==> src/rtl/conv_pkg.sv <==
// Shared types and helpers for the convolution window sequencer and its coordinate calculators.
package conv_pkg;

    localparam int unsigned STATE_WIDTH = 2;

    typedef enum logic [STATE_WIDTH-1:0] {
        ST_IDLE = 2'd0,
        ST_RUN  = 2'd1,
        ST_DONE = 2'd2
    } state_t;

    // Signed input coordinates need one extra bit so that negative (padded) positions are representable.
    function automatic int unsigned coord_width(input int unsigned addr_width);
        return addr_width + 1;
    endfunction

endpackage

==> src/rtl/input_coordinate_calc.sv <==
// Maps an output index and kernel tap onto a signed input coordinate: out*STRIDE + k - PADDING.
module input_coordinate_calc
    import conv_pkg::*;
#(
    parameter int unsigned ADDR_WIDTH = 8,
    parameter int unsigned STRIDE     = 1,
    parameter int unsigned PADDING    = 1
) (
    input  logic        [ADDR_WIDTH-1:0]              out_idx,
    input  logic        [ADDR_WIDTH-1:0]              k_idx,
    output logic signed [coord_width(ADDR_WIDTH)-1:0] in_coord_c
);

    localparam int unsigned CW = coord_width(ADDR_WIDTH);

    logic [CW-1:0] scaled;
    logic [CW-1:0] summed;

    // Operands are zero-extended into the wider signed domain before the padding subtraction.
    assign scaled     = CW'(out_idx) * CW'(STRIDE);
    assign summed     = scaled + CW'(k_idx);
    assign in_coord_c = signed'(summed - CW'(PADDING));

endmodule

==> src/rtl/conv_window_sequencer.sv <==
// Walks every output pixel and kernel tap of one convolution pass, one coordinate beat per tap.
module conv_window_sequencer
    import conv_pkg::*;
#(
    parameter int unsigned ADDR_WIDTH  = 8,
    parameter int unsigned KERNEL_SIZE = 3,
    parameter int unsigned STRIDE      = 1,
    parameter int unsigned PADDING     = 1
) (
    input  logic                                      clk,
    input  logic                                      rst_n,
    input  logic                                      start,
    input  logic        [ADDR_WIDTH-1:0]              out_h,
    input  logic        [ADDR_WIDTH-1:0]              out_w,
    input  logic        [ADDR_WIDTH-1:0]              in_h,
    input  logic        [ADDR_WIDTH-1:0]              in_w,
    output logic                                      busy,
    output logic                                      done,
    output logic                                      coord_valid,
    input  logic                                      coord_ready,
    output logic        [ADDR_WIDTH-1:0]              out_row,
    output logic        [ADDR_WIDTH-1:0]              out_col,
    output logic        [ADDR_WIDTH-1:0]              k_row,
    output logic        [ADDR_WIDTH-1:0]              k_col,
    output logic signed [coord_width(ADDR_WIDTH)-1:0] in_row,
    output logic signed [coord_width(ADDR_WIDTH)-1:0] in_col,
    output logic                                      pad,
    output logic                                      first_tap,
    output logic                                      last_tap,
    output logic                                      last_window
);

    localparam int unsigned          CW     = coord_width(ADDR_WIDTH);
    localparam logic [ADDR_WIDTH-1:0] K_LAST = ADDR_WIDTH'(KERNEL_SIZE - 1);
    localparam logic [ADDR_WIDTH-1:0] ONE    = ADDR_WIDTH'(1);

    state_t state_q;
    state_t state_d;

    logic [ADDR_WIDTH-1:0] out_h_q;
    logic [ADDR_WIDTH-1:0] out_w_q;
    logic [ADDR_WIDTH-1:0] in_h_q;
    logic [ADDR_WIDTH-1:0] in_w_q;

    logic start_ok_c;
    logic xfer_c;
    logic k_col_wrap_c;
    logic k_row_wrap_c;
    logic out_col_wrap_c;
    logic out_row_last_c;
    logic empty_req_c;

    logic signed [CW-1:0] in_h_s;
    logic signed [CW-1:0] in_w_s;

    // Handshake and loop-wrap decode.
    assign start_ok_c     = start & (state_q == ST_IDLE);
    assign empty_req_c    = (out_h == '0) | (out_w == '0);
    assign xfer_c         = coord_valid & coord_ready;
    assign k_col_wrap_c   = (k_col == K_LAST);
    assign k_row_wrap_c   = (k_row == K_LAST);
    assign out_col_wrap_c = (out_col == out_w_q - ONE);
    assign out_row_last_c = (out_row == out_h_q - ONE);

    // State register.
    always_ff @(posedge clk or negedge rst_n) begin
        if (!rst_n) begin
            state_q <= ST_IDLE;
        end else begin
            state_q <= state_d;
        end
    end

    // Next-state logic: an empty output plane skips straight to the done cycle.
    always_comb begin
        state_d = state_q;
        unique case (state_q)
            ST_IDLE: begin
                if (start) begin
                    state_d = empty_req_c ? ST_DONE : ST_RUN;
                end
            end
            ST_RUN: begin
                if (xfer_c && last_window) begin
                    state_d = ST_DONE;
                end
            end
            ST_DONE: state_d = ST_IDLE;
            default: state_d = ST_IDLE;
        endcase
    end

    // Status outputs decoded from the state register only, so they are glitch-free and reset asynchronously.
    always_comb begin
        busy        = 1'b0;
        done        = 1'b0;
        coord_valid = 1'b0;
        unique case (state_q)
            ST_RUN: begin
                busy        = 1'b1;
                coord_valid = 1'b1;
            end
            ST_DONE: begin
                busy = 1'b1;
                done = 1'b1;
            end
            default: ;
        endcase
    end

    // Size latch and nested loop counters; k_col is innermost, out_row outermost.
    always_ff @(posedge clk or negedge rst_n) begin
        if (!rst_n) begin
            out_h_q <= '0;
            out_w_q <= '0;
            in_h_q  <= '0;
            in_w_q  <= '0;
            out_row <= '0;
            out_col <= '0;
            k_row   <= '0;
            k_col   <= '0;
        end else if (start_ok_c) begin
            out_h_q <= out_h;
            out_w_q <= out_w;
            in_h_q  <= in_h;
            in_w_q  <= in_w;
            out_row <= '0;
            out_col <= '0;
            k_row   <= '0;
            k_col   <= '0;
        end else if (xfer_c) begin
            if (last_window) begin
                out_row <= '0;
                out_col <= '0;
                k_row   <= '0;
                k_col   <= '0;
            end else if (!k_col_wrap_c) begin
                k_col <= k_col + ONE;
            end else begin
                k_col <= '0;
                if (!k_row_wrap_c) begin
                    k_row <= k_row + ONE;
                end else begin
                    k_row <= '0;
                    if (!out_col_wrap_c) begin
                        out_col <= out_col + ONE;
                    end else begin
                        out_col <= '0;
                        out_row <= out_row + ONE;
                    end
                end
            end
        end
    end

    // Row and column input coordinate calculators.
    input_coordinate_calc #(
        .ADDR_WIDTH (ADDR_WIDTH),
        .STRIDE     (STRIDE),
        .PADDING    (PADDING)
    ) u_row_calc (
        .out_idx    (out_row),
        .k_idx      (k_row),
        .in_coord_c (in_row)
    );

    input_coordinate_calc #(
        .ADDR_WIDTH (ADDR_WIDTH),
        .STRIDE     (STRIDE),
        .PADDING    (PADDING)
    ) u_col_calc (
        .out_idx    (out_col),
        .k_idx      (k_col),
        .in_coord_c (in_col)
    );

    // Padding test against the latched input size, plus window markers.
    always_comb begin
        in_h_s      = signed'({1'b0, in_h_q});
        in_w_s      = signed'({1'b0, in_w_q});
        pad         = in_row[CW-1] | (in_row >= in_h_s) | in_col[CW-1] | (in_col >= in_w_s);
        first_tap   = (k_row == '0) & (k_col == '0);
        last_tap    = k_row_wrap_c & k_col_wrap_c;
        last_window = last_tap & out_row_last_c & out_col_wrap_c;
    end

endmodule

==> config.mk <==
export PLATFORM = sky130hd
export DESIGN_NAME = conv_window_sequencer
export DESIGN_NICKNAME = d
export VERILOG_FILES = /design/src/rtl/conv_pkg.sv /design/src/rtl/input_coordinate_calc.sv /design/src/rtl/conv_window_sequencer.sv
export SDC_FILE = /design/constraint.sdc
export NUM_CORES = 1
export LEC_CHECK = 0
export BUFFER_PORTS_ARGS = -buffer_cell sky130_fd_sc_hd__buf_4
export CORE_ASPECT_RATIO = 0.75
export CORE_MARGIN = 4
export CORE_UTILIZATION = 61
export CTS_CLUSTER_SIZE = 28
export DETAILED_ROUTE_END_ITERATION = 16
export PLACE_DENSITY_LB_ADDON = 0.3
export SLEW_MARGIN = 20
export SYNTH_ARGS = -nofsm -noshare
export SYNTH_HDL_FRONTEND = slang
export SYNTH_SLANG_ARGS = --single-unit
==> constraint.sdc <==
create_clock -name clk -period 7.2 [get_ports clk]
set_input_delay 0.72 -clock clk [delete_from_list [all_inputs] [get_ports clk]]
set_output_delay 0.72 -clock clk [all_outputs]
set_load 0.02 [all_outputs]
# After elaboration in Yosys (flattened, before gate mapping)
# Index checks and enable logic that the tools add are counted.
# word_totals
mem_bits_ro,0
memories,0
ramBits,0
inputBits,36
regBits,66
latchBits,0
out_inout_bits,57
# op_classes
add_sub_neg,10
n_eq_ne,8
order_cmp,2
n_mux,28
n_shift,0
mul,0
reduce_logical,15
n_bitwise,10
div_mod_pow,0
# op_table
op,n
8-bit two-way mux,21
8-bit by 1-bit adder with 8-bit output (second input constant),4
8-bit zero test,4
8-bit by 8-bit adder with 9-bit output,2
9-bit greater-or-equal comparator,2
9-bit by 1-bit subtractor with 9-bit output (second input constant),2
8-bit by 2-bit equality test with 1-bit output (second input constant),2
8-bit equality test,2
8-bit by 1-bit subtractor with 8-bit output (second input constant),2
3-bit nonzero test,3
1-bit AND,6
2-bit two-way mux,3
2-bit != test (second input constant),2
1-bit bitwise OR,4
2-bit one-hot mux with 2 select lines,1
2-bit AND reduction,2
4-bit AND reduction,1
1-bit two-way mux,3
3-bit AND reduction,1
2-bit by 1-bit equality test with 1-bit output (second input constant),1
2-bit equality test (second input constant),1
2-bit zero test,1
2-bit nonzero test,1
2-bit OR reduction,1
1-bit logical AND,1

# Depth between registers and ports, before layout
# Gate-level depths: netlist of run 1.
# depth
word_depth,8
mapped_depth,16
ltp_nobuf,16

# Modules after synthesis
# Synthesis of run 1 repeated with hierarchy kept, for this count alone.
# hier_totals
cells_unflattened,608
hier_area_um2,5008.6
# modules_own_cells
mod,cells_each,n_inst,area_each_um2
conv_window_sequencer,456,1,3986.3
input_coordinate_calc at u_col_calc,75,1,513.0
input_coordinate_calc at u_row_calc,77,1,509.2

# Worst setup path after synthesis of run 1
# No wires, ideal clock.
# synth_path
path_kind,flip-flop to output port
start,register k_row[1]
end,output pad
path_stages_with_launch,17
setup_slack_ns,2.742
arrival_time_ns,3.738
path_cell_list,dfrtp_1 -> inv_1 -> ha_1 -> inv_1 -> ha_1 -> fa_1 -> a21o_1 -> a21oi_1 -> o21bai_1 -> a21oi_1 -> xnor2_1 -> ha_1 -> nand4_1 -> o22ai_1 -> nor3_1 -> o21ai_0 -> or4b_2
# synth_between
elab_chain_len,6
# synth_lines
item,line_no,text
"start, declared",conv_window_sequencer.sv:23,"output logic [ADDR_WIDTH-1:0] k_row,"
"start signal, assigned",conv_window_sequencer.sv:142,k_row <= k_row + ONE;
8-bit by 8-bit adder with 9-bit output,input_coordinate_calc.sv:21,assign summed = scaled + CW'(k_idx);
9-bit by 1-bit subtractor with 9-bit output,input_coordinate_calc.sv:22,assign in_coord_c = signed'(summed - CW'(PADDING));
named net in_row[7],conv_window_sequencer.sv:25,"output logic signed [coord_width(ADDR_WIDTH)-1:0] in_row,"
9-bit greater-or-equal comparator,conv_window_sequencer.sv:181,pad = in_row[CW-1] | (in_row >= in_h_s) | in_col[CW-1] | (in_col >= in_w_s);
1-bit bitwise OR (3 in a row),conv_window_sequencer.sv:181,
"end, declared",conv_window_sequencer.sv:27,"output logic pad,"
# The timed path passes the listed nets, and every way through them passes these cells.

# Worst setup path after layout of run 1
# layout_path
start,register k_col[1]
end,output pad
# layout_between
elab_chain_len,4
word_cells_on_any_way,5
classes_between,2 x add/sub; 1 x order compare; 2 x bitwise
# layout_lines
item,line_no,text
"start, declared",conv_window_sequencer.sv:24,"output logic [ADDR_WIDTH-1:0] k_col,"
"start signal, assigned",conv_window_sequencer.sv:138,k_col <= k_col + ONE;
8-bit by 8-bit adder with 9-bit output *,input_coordinate_calc.sv:21,
9-bit by 1-bit subtractor with 9-bit output *,input_coordinate_calc.sv:22,
9-bit greater-or-equal comparator / 1-bit bitwise OR (equally long branches),conv_window_sequencer.sv:181,
1-bit bitwise OR *,conv_window_sequencer.sv:181,
# Every way passes the cells marked *; elsewhere a longest branch is shown, timed or not.

==> results.yml, run 1 <==
status:
  status: "finished, final reports clean"
setup_path:
  cpMaxStageDelayCell: "or4b_2"
  worstSetupStartpointType: "flip-flop"
  required_ns: 6.48
  arrival_ns: 4.21
  path_buf_inv: 4
  cpLargestDelayFamily: "adder cells"
  critical_path_class: "reg2out"
  ff2ff_path_depth: 9
  slowest_delay_ns: 0.61
  r2r_end: "out_row[5]"
  path_cells: "inv_1 -> ha_1 -> inv_1 -> ha_1 -> fa_1 -> a21o_1 -> a21oi_1 -> o21bai_1 -> a21oi_1 -> xnor2_1 -> ha_1 -> inv_1 -> o22ai_1 -> nor3_1 -> o21ai_0 -> or4b_2 -> buf_4"
  cp_max_fo: 6
  ff2ff_setup_slack_ns: 4.32
  reg2reg_from: "out_w_q[0]"
  cp-end-kind: "output pin"
global_route:
  grt_max_degree: 67
  grtUsageTotal_pct: 27.9
  grt.overflow.total: 0
  grt_pass1_vias: 4635
  grt_pass1_wl_um: 21900
  antenna_found_initial: 0
clock_tree:
  ctsLongestPathBuffers: 2
  cts_tree: "built"
  cts_sinks: 66
  clkSlewWorstSetupHoldPaths_ns: 0.08
  clock_latency_ns: 0.36
  cts_hold_buf: 0
  postCtsSetupBuffers: 0
  cts_resized: 0
  h-tree-depth: 3
  numCtsBuffers: 9
  cts_root_buffer: "clkbuf_8"
routing:
  wl_per_cell_um: 16.6
  via_count: 4648
  firstDrtPassIters: 5
  wl_um: 13200
  drc: 0
  via_per_inst: 5.82
  drt-initial-drc-count: 320
  ant_nets: 0
layout:
  fin_cells: 798
  fill_cells: 580
  fin_nets: 785
  syn2layout_area_growth_pct: 19.9
  antennaDiodeCount: 0
  drive_gt1_share_pct: 18.3
  finish.instance_area_mm2: 0.00598
  fin_util_pct: 75.6
power:
  ir_drop_v: 0.000398
  power_density_mw_per_mm2: 502
  p_leak_nw: 3.04
floorplanning:
  die_x_um: 112
  dieArea_mm2: 0.00970
  core_area_mm2: 0.00792
  rows: 28
  die_y_um: 86.3
  io_pins: 93
  initial_core_util_pct: 63.0
logic_synthesis:
  yosys_warnings: 0
  synth_most_common_cell: "inv_1"
  synth_area_leader_cell: "dfrtp_1"
  synth_nets: 693
  synth.top_cell.area_share_pct: 33.1
  synth_xor_xnor_area_share_pct: 6.42
  avgSynthCellArea_um2: 8.37
  synthSimpleGateAreaFrac_pct: 20.8
  synth.area.mux_share_pct: 0.828
  synth-main-ff-cell: "dfrtp_1"
  synth_compound_area_share_pct: 15.5
  synthArstFlopShare_pct: 100
  synth_top_family_by_area: "simple AND/OR/NAND/NOR gates"
  synth_area_leaders: "dfrtp_1 (33%), ha_1 (15%), inv_1 (6.8%)"
  ys_seq_area_share_pct: 33.1
  synthDistinctLibCells: 61
  synth_edf_count: 0
  synth_cells: 596
  synth_commonest_cells: "inv_1 (91), nand2_1 (82), dfrtp_1 (66), ha_1 (59), o21ai_0 (53)"
  synth_area_mm2: 0.00499
  synth-adder-area-share_pct: 15.6
  ys_ff_latch: 66
sta:
  fmax_mhz: 203
  fin_crit_sh_pct: 68.4
  slew_headroom_pct: 42.4
  final_max_slew_viol_count: 0
  skew_ns: 0.0124
  rsz0062_at_grt: "no"
  setup_viol: 0
  hold_viol: 0
  min_period_ns: 4.93
  tightestPinTransition_ns: 0.864
  setup_tns_ns: 0
place:
  place_inst: 782
  gp_congestion: 0.867
  portBuffers: 92
  place_area_mm2: 0.00578
  hpwlAfterDp_um: 9860
run:
  cap_violations: 0
hold_path:
  hp-class: "in2async"
## area by class of cell
class,count,area (um2),area share (%)
Multi-Input combinational cell,426,2950,49.3
Sequential cell,66,1650,27.6
Timing Repair Buffer,94,706,11.8
Inverter,91,342,5.71
Clock buffer,12,155,2.59
Tap cell,105,131,2.20
Clock inverter,4,50.0,0.837
## where the power goes
part / total, W / switching (W) / internal, W / leakage [nW]
combinational: 0.00204 / 0.00118 / 0.000863 / 2.11
clock: 0.000333 / 0.000154 / 0.000179 / 0.0986
sequential: 0.000631 / 0.000132 / 0.000499 / 0.828
total: 0.00300 / 0.00146 / 0.00154 / 3.04
## cell families after synthesis
| kind of cell | after synthesis |
|---|---|
| flip-flops | 66 |
| XOR/XNOR | 35 |
| multiplexers | 4 |
| adder cells (fa/ha/maj) | 61 |
| AO/OA/AOI/OAI | 121 |
| AND/OR/NAND/NOR | 205 |
| buffers and inverters | 104 |
## worst max path at each step
stage,slack (ns),cells after the start,end,start
3_3_place_gp,2.89,17,pad,out_row[1]
4_1_cts,2.31,17,pad,out_row[1]
3_5_place_dp,2.72,17,pad,k_col[1]
6_report,2.27,17,pad,k_col[1]
2_1_floorplan,2.74,16,pad,k_row[1]
5_1_grt,2.10,17,pad,k_row[1]
## cell usage in the layout (no fill, tap or decap), drive strengths merged, types with 3 or more instances in the layout
master | netlist | routed
a21oi | 22 | 22
dfrtp | 66 | 66
o22ai | 3 | 3
mux2i | 3 | 3
o31ai | 4 | 4
buf | 1 | 94
clkbuf | 12 | 12
nand3 | 15 | 15
nand2b | 4 | 4
nand4 | 11 | 11
nor2 | 33 | 33
nor4 | 8 | 8
inv | 91 | 91
xnor2 | 24 | 24
o21ai | 53 | 53
nor2b | 6 | 6
o21a | 3 | 3
nand4b | 3 | 3
a31oi | 3 | 3
ha | 59 | 59
a21o | 8 | 8
o21bai | 3 | 3
o221ai | 4 | 4
xor2 | 10 | 10
nor3 | 16 | 16
nand2 | 82 | 82
and3 | 13 | 13
## sequential cells by signal, summed over array words and instances (netlist names)
name,cells
k_col,8
in_w_q,8
out_row,8
in_h_q,8
state_q,2
k_row,8
out_w_q,8
out_col,8
out_h_q,8
## metrics by stage
stage                     hold slack [ns]  setup WS [ns]  total power [W]
after global placement              0.473           2.89          0.00255
after detailed placement            0.483           2.72          0.00264
after floorplan                     0.424           2.74          0.00200
after CTS                           0.501           2.31          0.00300
after global routing                0.531           2.10          0.00325
final                               0.470           2.27          0.00300
## routing by layer
metal  track usage (%)  vias to the layer above  wire length, um
met5                 0                        -                0
met4              8.73                        0              252
met3              5.23                       25              960
met2              46.9                      170             6280
met1              36.9                     2239             5730
li1                  -                     2214                -
Note: power is estimated with default switching activity, not from simulation.
==> run 2: changes to the inputs <==
--- a/config.mk
+++ b/config.mk
@@ -8,7 +8,7 @@
 export BUFFER_PORTS_ARGS = -buffer_cell sky130_fd_sc_hd__buf_4
 export CORE_ASPECT_RATIO = 0.75
 export CORE_MARGIN = 4
-export CORE_UTILIZATION = 61
+export CORE_UTILIZATION = 51
 export CTS_CLUSTER_SIZE = 28
 export DETAILED_ROUTE_END_ITERATION = 16
 export PLACE_DENSITY_LB_ADDON = 0.3
==> constraint.sdc (replaced) <==
create_clock -name clk -period 4.3 [get_ports clk]
set_input_delay 0.43 -clock clk [delete_from_list [all_inputs] [get_ports clk]]
set_output_delay 0.43 -clock clk [all_outputs]
set_load 0.02 [all_outputs]
==> run 2 against run 1 <==
Compared with the run above: utilization down 6.9 points; clock power increased by 130%; non-clock buffer count is 22 higher; worst setup slack worse by 2.1 ns; clock-buffer cell count increased by 1; final area is 6.4% higher; combinational power up 80%; global-route usage decreased by 4.5 points; power increased by 83%; largest cell class unchanged.
==> results.yml, run 2 (same netlist as run 1, synthesis figures left out) <==
sta:
  skew_ns: 0.00467
  rsz0062_at_grt: "yes"
  setup_tns_ns: 0
  fin_crit_sh_pct: 96.9
  setup_viol: 0
  fmax_mhz: 240
  hold_viol: 0
  min_period_ns: 4.17
  fin_ws_ns: 0.133
  slew_headroom_pct: 41.2
  final_max_slew_viol_count: 0
  tightestPinTransition_ns: 0.882
clock_tree:
  cts_root_buffer: "clkbuf_16"
  cts_hold_buf: 0
  clock_latency_ns: 0.34
  cts_sinks: 66
  clkSlewWorstSetupHoldPaths_ns: 0.06
  h-tree-depth: 3
  ctsLongestPathBuffers: 2
  numCtsBuffers: 9
  cts_tree: "built"
routing:
  drc: 0
  via_count: 4731
  wl_per_cell_um: 16.1
  ant_nets: 0
  drt-initial-drc-count: 395
  firstDrtPassIters: 6
  wl_um: 13600
  via_per_inst: 5.61
layout:
  fin_util_pct: 68.6
  drive_gt1_share_pct: 24.3
  final_common_cell: "buf_4"
  fill_cells: 756
  antennaDiodeCount: 0
  syn2layout_area_growth_pct: 27.5
  final_cell_mix: "buf_4 (115), inv_1 (82), nand2_1 (82)"
  fin_nets: 807
floorplanning:
  die_y_um: 93.7
  core_area_mm2: 0.00927
  rows: 30
  dieArea_mm2: 0.0114
  initial_core_util_pct: 53.8
  io_pins: 93
  die_x_um: 122
setup_path:
  cp-end-kind: "output pin"
  critical_path_class: "reg2out"
  arrival_ns: 3.74
  worstSetupStartpointType: "flip-flop"
  required_ns: 3.87
  cp_max_fo: 3
  ff2ff_setup_slack_ns: 1.31
global_route:
  grt_max_degree: 67
  grt_pass1_wl_um: 21200
  antenna_found_initial: 0
  grt.overflow.total: 0
  grt_pass1_vias: 4534
  grtUsageTotal_pct: 23.4
status:
  status: "finished, final reports clean"
place:
  portBuffers: 92
  gp_congestion: 0.877
  hpwlAfterDp_um: 9850
  place_ws_ns: 0.202
power:
  power_density_mw_per_mm2: 864
  p_leak_nw: 3.20
  ir_drop_v: 0.000412
run:
  cap_violations: 0
hold_path:
  hp-class: "in2async"
run 2: cell types whose count changed in the layout (fill, tap and decap cells not counted), sizes merged:
cell      previous run  this run
buf                 94       116
clkbuf              12        13
clkinvlp             2         1
run 2: stage by stage:
| stage | power, W | cell area [um2] | std cells | hold WS [ns] |
|---|---|---|---|---|
| 2_1_floorplan | 0.00335 | 4990 | 596 | 0.134 |
| 3_3_place_gp | 0.00431 | 5820 | 807 | 0.466 |
| 3_5_place_dp | 0.00442 | 5820 | 807 | 0.482 |
| 4_1_cts | 0.00528 | 6210 | 830 | 0.249 |
| 5_1_grt | 0.00591 | 6360 | 843 | 0.291 |
| 6_report | 0.00550 | 6360 | 843 | 0.216 |
run 2: worst paths after layout:
check / start / end / cells after the start
min in group clk: in_w[1] / in_w_q[1] / 3
max: out_col[2] / pad / 17
min: rst_n / in_w_q[2] / 1
max in group asynchronous: rst_n / out_row[3] / 1
min reg2reg: out_w_q[7] / out_w_q[7] / 2
max reg2reg: out_w_q[0] / out_row[5] / 9
run 2: what timing repair did:
| item | 4_1_cts | 5_1_grt |
|---|---|---|
| gates resized for setup | 10 | 20 |
| endpoints found under the setup margin | 1 | 1 |
| pin swaps | 7 | 18 |
| setup buffers | 7 | 13 |
run 2: power by group:
group | leakage, nW | switching, W | internal (W) | total, W
sequential | 0.818 | 0.000203 | 0.000840 | 0.00104
combinational | 2.23 | 0.00206 | 0.00162 | 0.00368
clock | 0.152 | 0.000279 | 0.000497 | 0.000776
total | 3.20 | 0.00254 | 0.00296 | 0.00550
run 2: cell type report:
type	instances	area [um2]	area share [%]
Clock inverter	3	46.3	0.728
Timing Repair Buffer	116	875	13.7
Sequential cell	66	1660	26.1
Clock buffer	13	270	4.25
Inverter	91	342	5.37
Multi-Input combinational cell	426	3010	47.3
Tap cell	128	160	2.52
run 2: routing by layer:
layer  part of all wire, %  GRT usage [%]  routed length (um)
met1                    45           30.8                6070
met2                    48           38.6                6470
met3                   6.4           5.60                 868
met4                   1.1           6.34                 147
met5                     0              0                   0
run 2: critical path, stage by stage, from the launching register on:
cell	delay, ns
dfrtp_1	0.37
inv_2	0.07
ha_1	0.28
inv_1	0.06
ha_1	0.29
a21o_1	0.17
a21oi_2	0.17
nor2b_1	0.06
o21a_1	0.19
nor2_2	0.10
xnor2_1	0.17
ha_1	0.29
a21oi_1	0.17
o22ai_1	0.09
nor3_1	0.17
o21ai_1	0.09
or4b_4	0.48
buf_6	0.15
==> run 3: changes to the inputs <==
--- a/config.mk
+++ b/config.mk
@@ -15,4 +15,5 @@
 export SLEW_MARGIN = 20
 export SYNTH_ARGS = -nofsm -noshare
 export SYNTH_HDL_FRONTEND = slang
+export SYNTH_HIERARCHICAL = 1
 export SYNTH_SLANG_ARGS = --single-unit
==> run 3 against run 2 <==
Compared with the run above: utilization down 4.8 points; register-to-register slack got worse by 0.05 ns; worst setup slack improved by 0.13 ns; sequential power about the same; clock-buffer cell count decreased by 1; power down 12%; final area fell by 3.6%; critical path depth decreased by 2; via count fell by 4.6%; final cell count is 0.71% lower; maximum frequency rose by 3.3%; synthesized area is 0.40% higher; critical path type unchanged; highest routed layer unchanged.
==> results.yml, run 3 <==
global_route:
  grt_pass1_vias: 4410
  antenna_found_initial: 0
  grt_pass1_wl_um: 20700
  grt_max_degree: 67
  grt.overflow.total: 0
  grtUsageTotal_pct: 22.9
routing:
  drc: 0
  via_per_inst: 5.39
  wl_per_cell_um: 14.8
  ant_nets: 0
  via_count: 4513
  wl_um: 12400
  firstDrtPassIters: 4
  drt-initial-drc-count: 369
logic_synthesis:
  synth_edf_count: 0
  yosys_warnings: 6
  avgSynthCellArea_um2: 8.24
  synth_commonest_cells: "inv_1 (105), nand2_1 (81), dfrtp_1 (66), ha_1 (59), o21ai_0 (50)"
  synth-adder-area-share_pct: 15.5
  synth_area_leaders: "dfrtp_1 (33%), ha_1 (15%), inv_1 (7.9%)"
  synth_xor_xnor_area_share_pct: 6.47
  ys_ff_latch: 66
  synth_area_mm2: 0.00501
  synth_area_leader_cell: "dfrtp_1"
  synthDistinctLibCells: 54
  synth.area.mux_share_pct: 0.600
  synthSimpleGateAreaFrac_pct: 21.1
  synth_most_common_cell: "inv_1"
  synth_cells: 608
  synth_top_family_by_area: "simple AND/OR/NAND/NOR gates"
  ys_seq_area_share_pct: 33.0
  synthArstFlopShare_pct: 100
  synth.top_cell.area_share_pct: 33.0
  synth-main-ff-cell: "dfrtp_1"
  synth_nets: 705
  synth_compound_area_share_pct: 14.2
layout:
  antennaDiodeCount: 0
  syn2layout_area_growth_pct: 22.5
  fin_cells: 837
  drive_gt1_share_pct: 17.6
  fin_nets: 797
  multi_input_area_mm2: 0.00290
  final_common_cell: "inv_1"
  final_cell_mix: "inv_1 (105), buf_4 (95), nand2_1 (81)"
  finish.instance_area_mm2: 0.00613
  fill_cells: 856
  seqCellArea_mm2: 0.00165
clock_tree:
  cts_sinks: 66
  postCtsSetupBuffers: 0
  cts_root_buffer: "clkbuf_16"
  cts_resized: 0
  h-tree-depth: 3
  ctsLongestPathBuffers: 2
  clock_latency_ns: 0.34
  clkSlewWorstSetupHoldPaths_ns: 0.06
  cts_tree: "built"
  numCtsBuffers: 9
  cts_hold_buf: 0
place:
  place_inst: 821
  portBuffers: 92
  hpwlAfterDp_um: 9420
  place_area_mm2: 0.00583
  gp_congestion: 0.857
floorplanning:
  io_pins: 93
  core_area_mm2: 0.00962
  dieArea_mm2: 0.0115
  die_x_um: 122
  rows: 31
  initial_core_util_pct: 52.1
  die_y_um: 93.8
setup_path:
  critical_path_class: "reg2out"
  required_ns: 3.87
  r2r_end: "out_row[3]"
  reg2reg_from: "k_row[2]"
  worstSetupStartpoint: "out_row[1]"
  arrival_ns: 3.60
  cp-end-kind: "output pin"
  cp-endpoint: "pad"
  ff2ff_path_depth: 7
  ff2ff_setup_slack_ns: 1.26
  worstSetupStartpointType: "flip-flop"
  cp_max_fo: 6
sta:
  tightestPinTransition_ns: 0.860
  fin_crit_sh_pct: 93.8
  setup_tns_ns: 0
  slew_headroom_pct: 42.1
  final_max_slew_viol_count: 0
  skew_ns: 0.00610
  hold_viol: 0
  rsz0062_at_grt: "no"
  min_period_ns: 4.03
  holdWs_ns: 0.196
  fmax_mhz: 248
  setup_viol: 0
status:
  status: "finished, final reports clean"
power:
  ir_drop_v: 0.000548
  p_leak_nw: 3.03
  power_density_mw_per_mm2: 789
hold_path:
  hp-class: "in2async"
run:
  cap_violations: 0
[run 3: cell count changes in the layout (fill, tap and decap cells not counted), moves of 4 or more]
| cell | change |
|---|---|
| nor3_1 | -4 |
| buf_4 | -20 |
| o41ai_1 | +4 |
| inv_1 | +23 |
| dfrtp_1 | +5 |
| inv_2 | -9 |
| dfrtp_2 | -5 |
| o221ai_1 | -4 |
| a21oi_1 | -10 |
| nor4_1 | +4 |
| xor2_1 | +4 |
| and3_1 | +6 |
[run 3: cells by family after synthesis]
family,after synthesis
fa+ha+maj,61
compound gates,111
flops,66
mux,3
xor+xnor,37
simple gates,211
buf+inv,119
[run 3: how the worst min path moves through the flow]
stage	start	end	cells after the start	slack, ns
floorplan	rst_n	in_h_q[0]	0	0.13
global placement	in_w_q[0]	in_w_q[0]	2	0.47
detailed placement	out_w_q[7]	out_w_q[7]	2	0.48
CTS	rst_n	out_w_q[6]	1	0.25
global route	rst_n	out_w_q[5]	1	0.29
finish	rst_n	out_w_q[3]	1	0.20
[run 3: critical path, cell delays in order, from the launching register on]
cell and delay (ns):
dfrtp_1 0.43, inv_1 0.08, ha_1 0.29, inv_1 0.06, ha_1 0.18, inv_1 0.07
fa_1 0.45, and2b_1 0.20, o21ai_1 0.08, a21boi_2 0.20, nor4_1 0.06, a311o_1 0.34
ha_1 0.20, nor4_1 0.28, nand4_1 0.15, buf_4 0.19
[run 3: cell type report]
type | count | share of cell area, %
multi-input combinational | 423 | 47.3
timing repair buffer | 95 | 11.6
inverter | 105 | 6.42
tap | 132 | 2.69
clock buffer | 12 | 4.18
clock inverter | 4 | 0.816
sequential | 66 | 26.9
[run 3: layer usage]
metal / up-vias / wire (um) / track usage, %
met5: - / 0 / 0
met3: 13 / 758 / 4.88
met4: 0 / 216 / 6.80
li1: 2236 / - / -
met2: 126 / 5830 / 38.1
met1: 2138 / 5590 / 29.9
[run 3: power by group]
group          total [W]  internal, W  switching [W]  leakage [nW]
Sequential       0.00105     0.000820       0.000229         0.842
Clock           0.000764     0.000480       0.000284         0.145
Combinational    0.00303      0.00129        0.00173          2.04
[run 3: through the flow]
| stage | utilization (%) | setup slack [ns] | total power [W] |
|---|---|---|---|
| finish | 63.8 | 0.266 | 0.00484 |
| global route | 63.8 | 0.00832 | 0.00526 |
| CTS | 63.8 | 0.238 | 0.00486 |
| detailed placement | 60.6 | 0.610 | 0.00406 |
| global placement | 60.6 | 0.737 | 0.00396 |
| floorplan | - | 0.648 | 0.00309 |
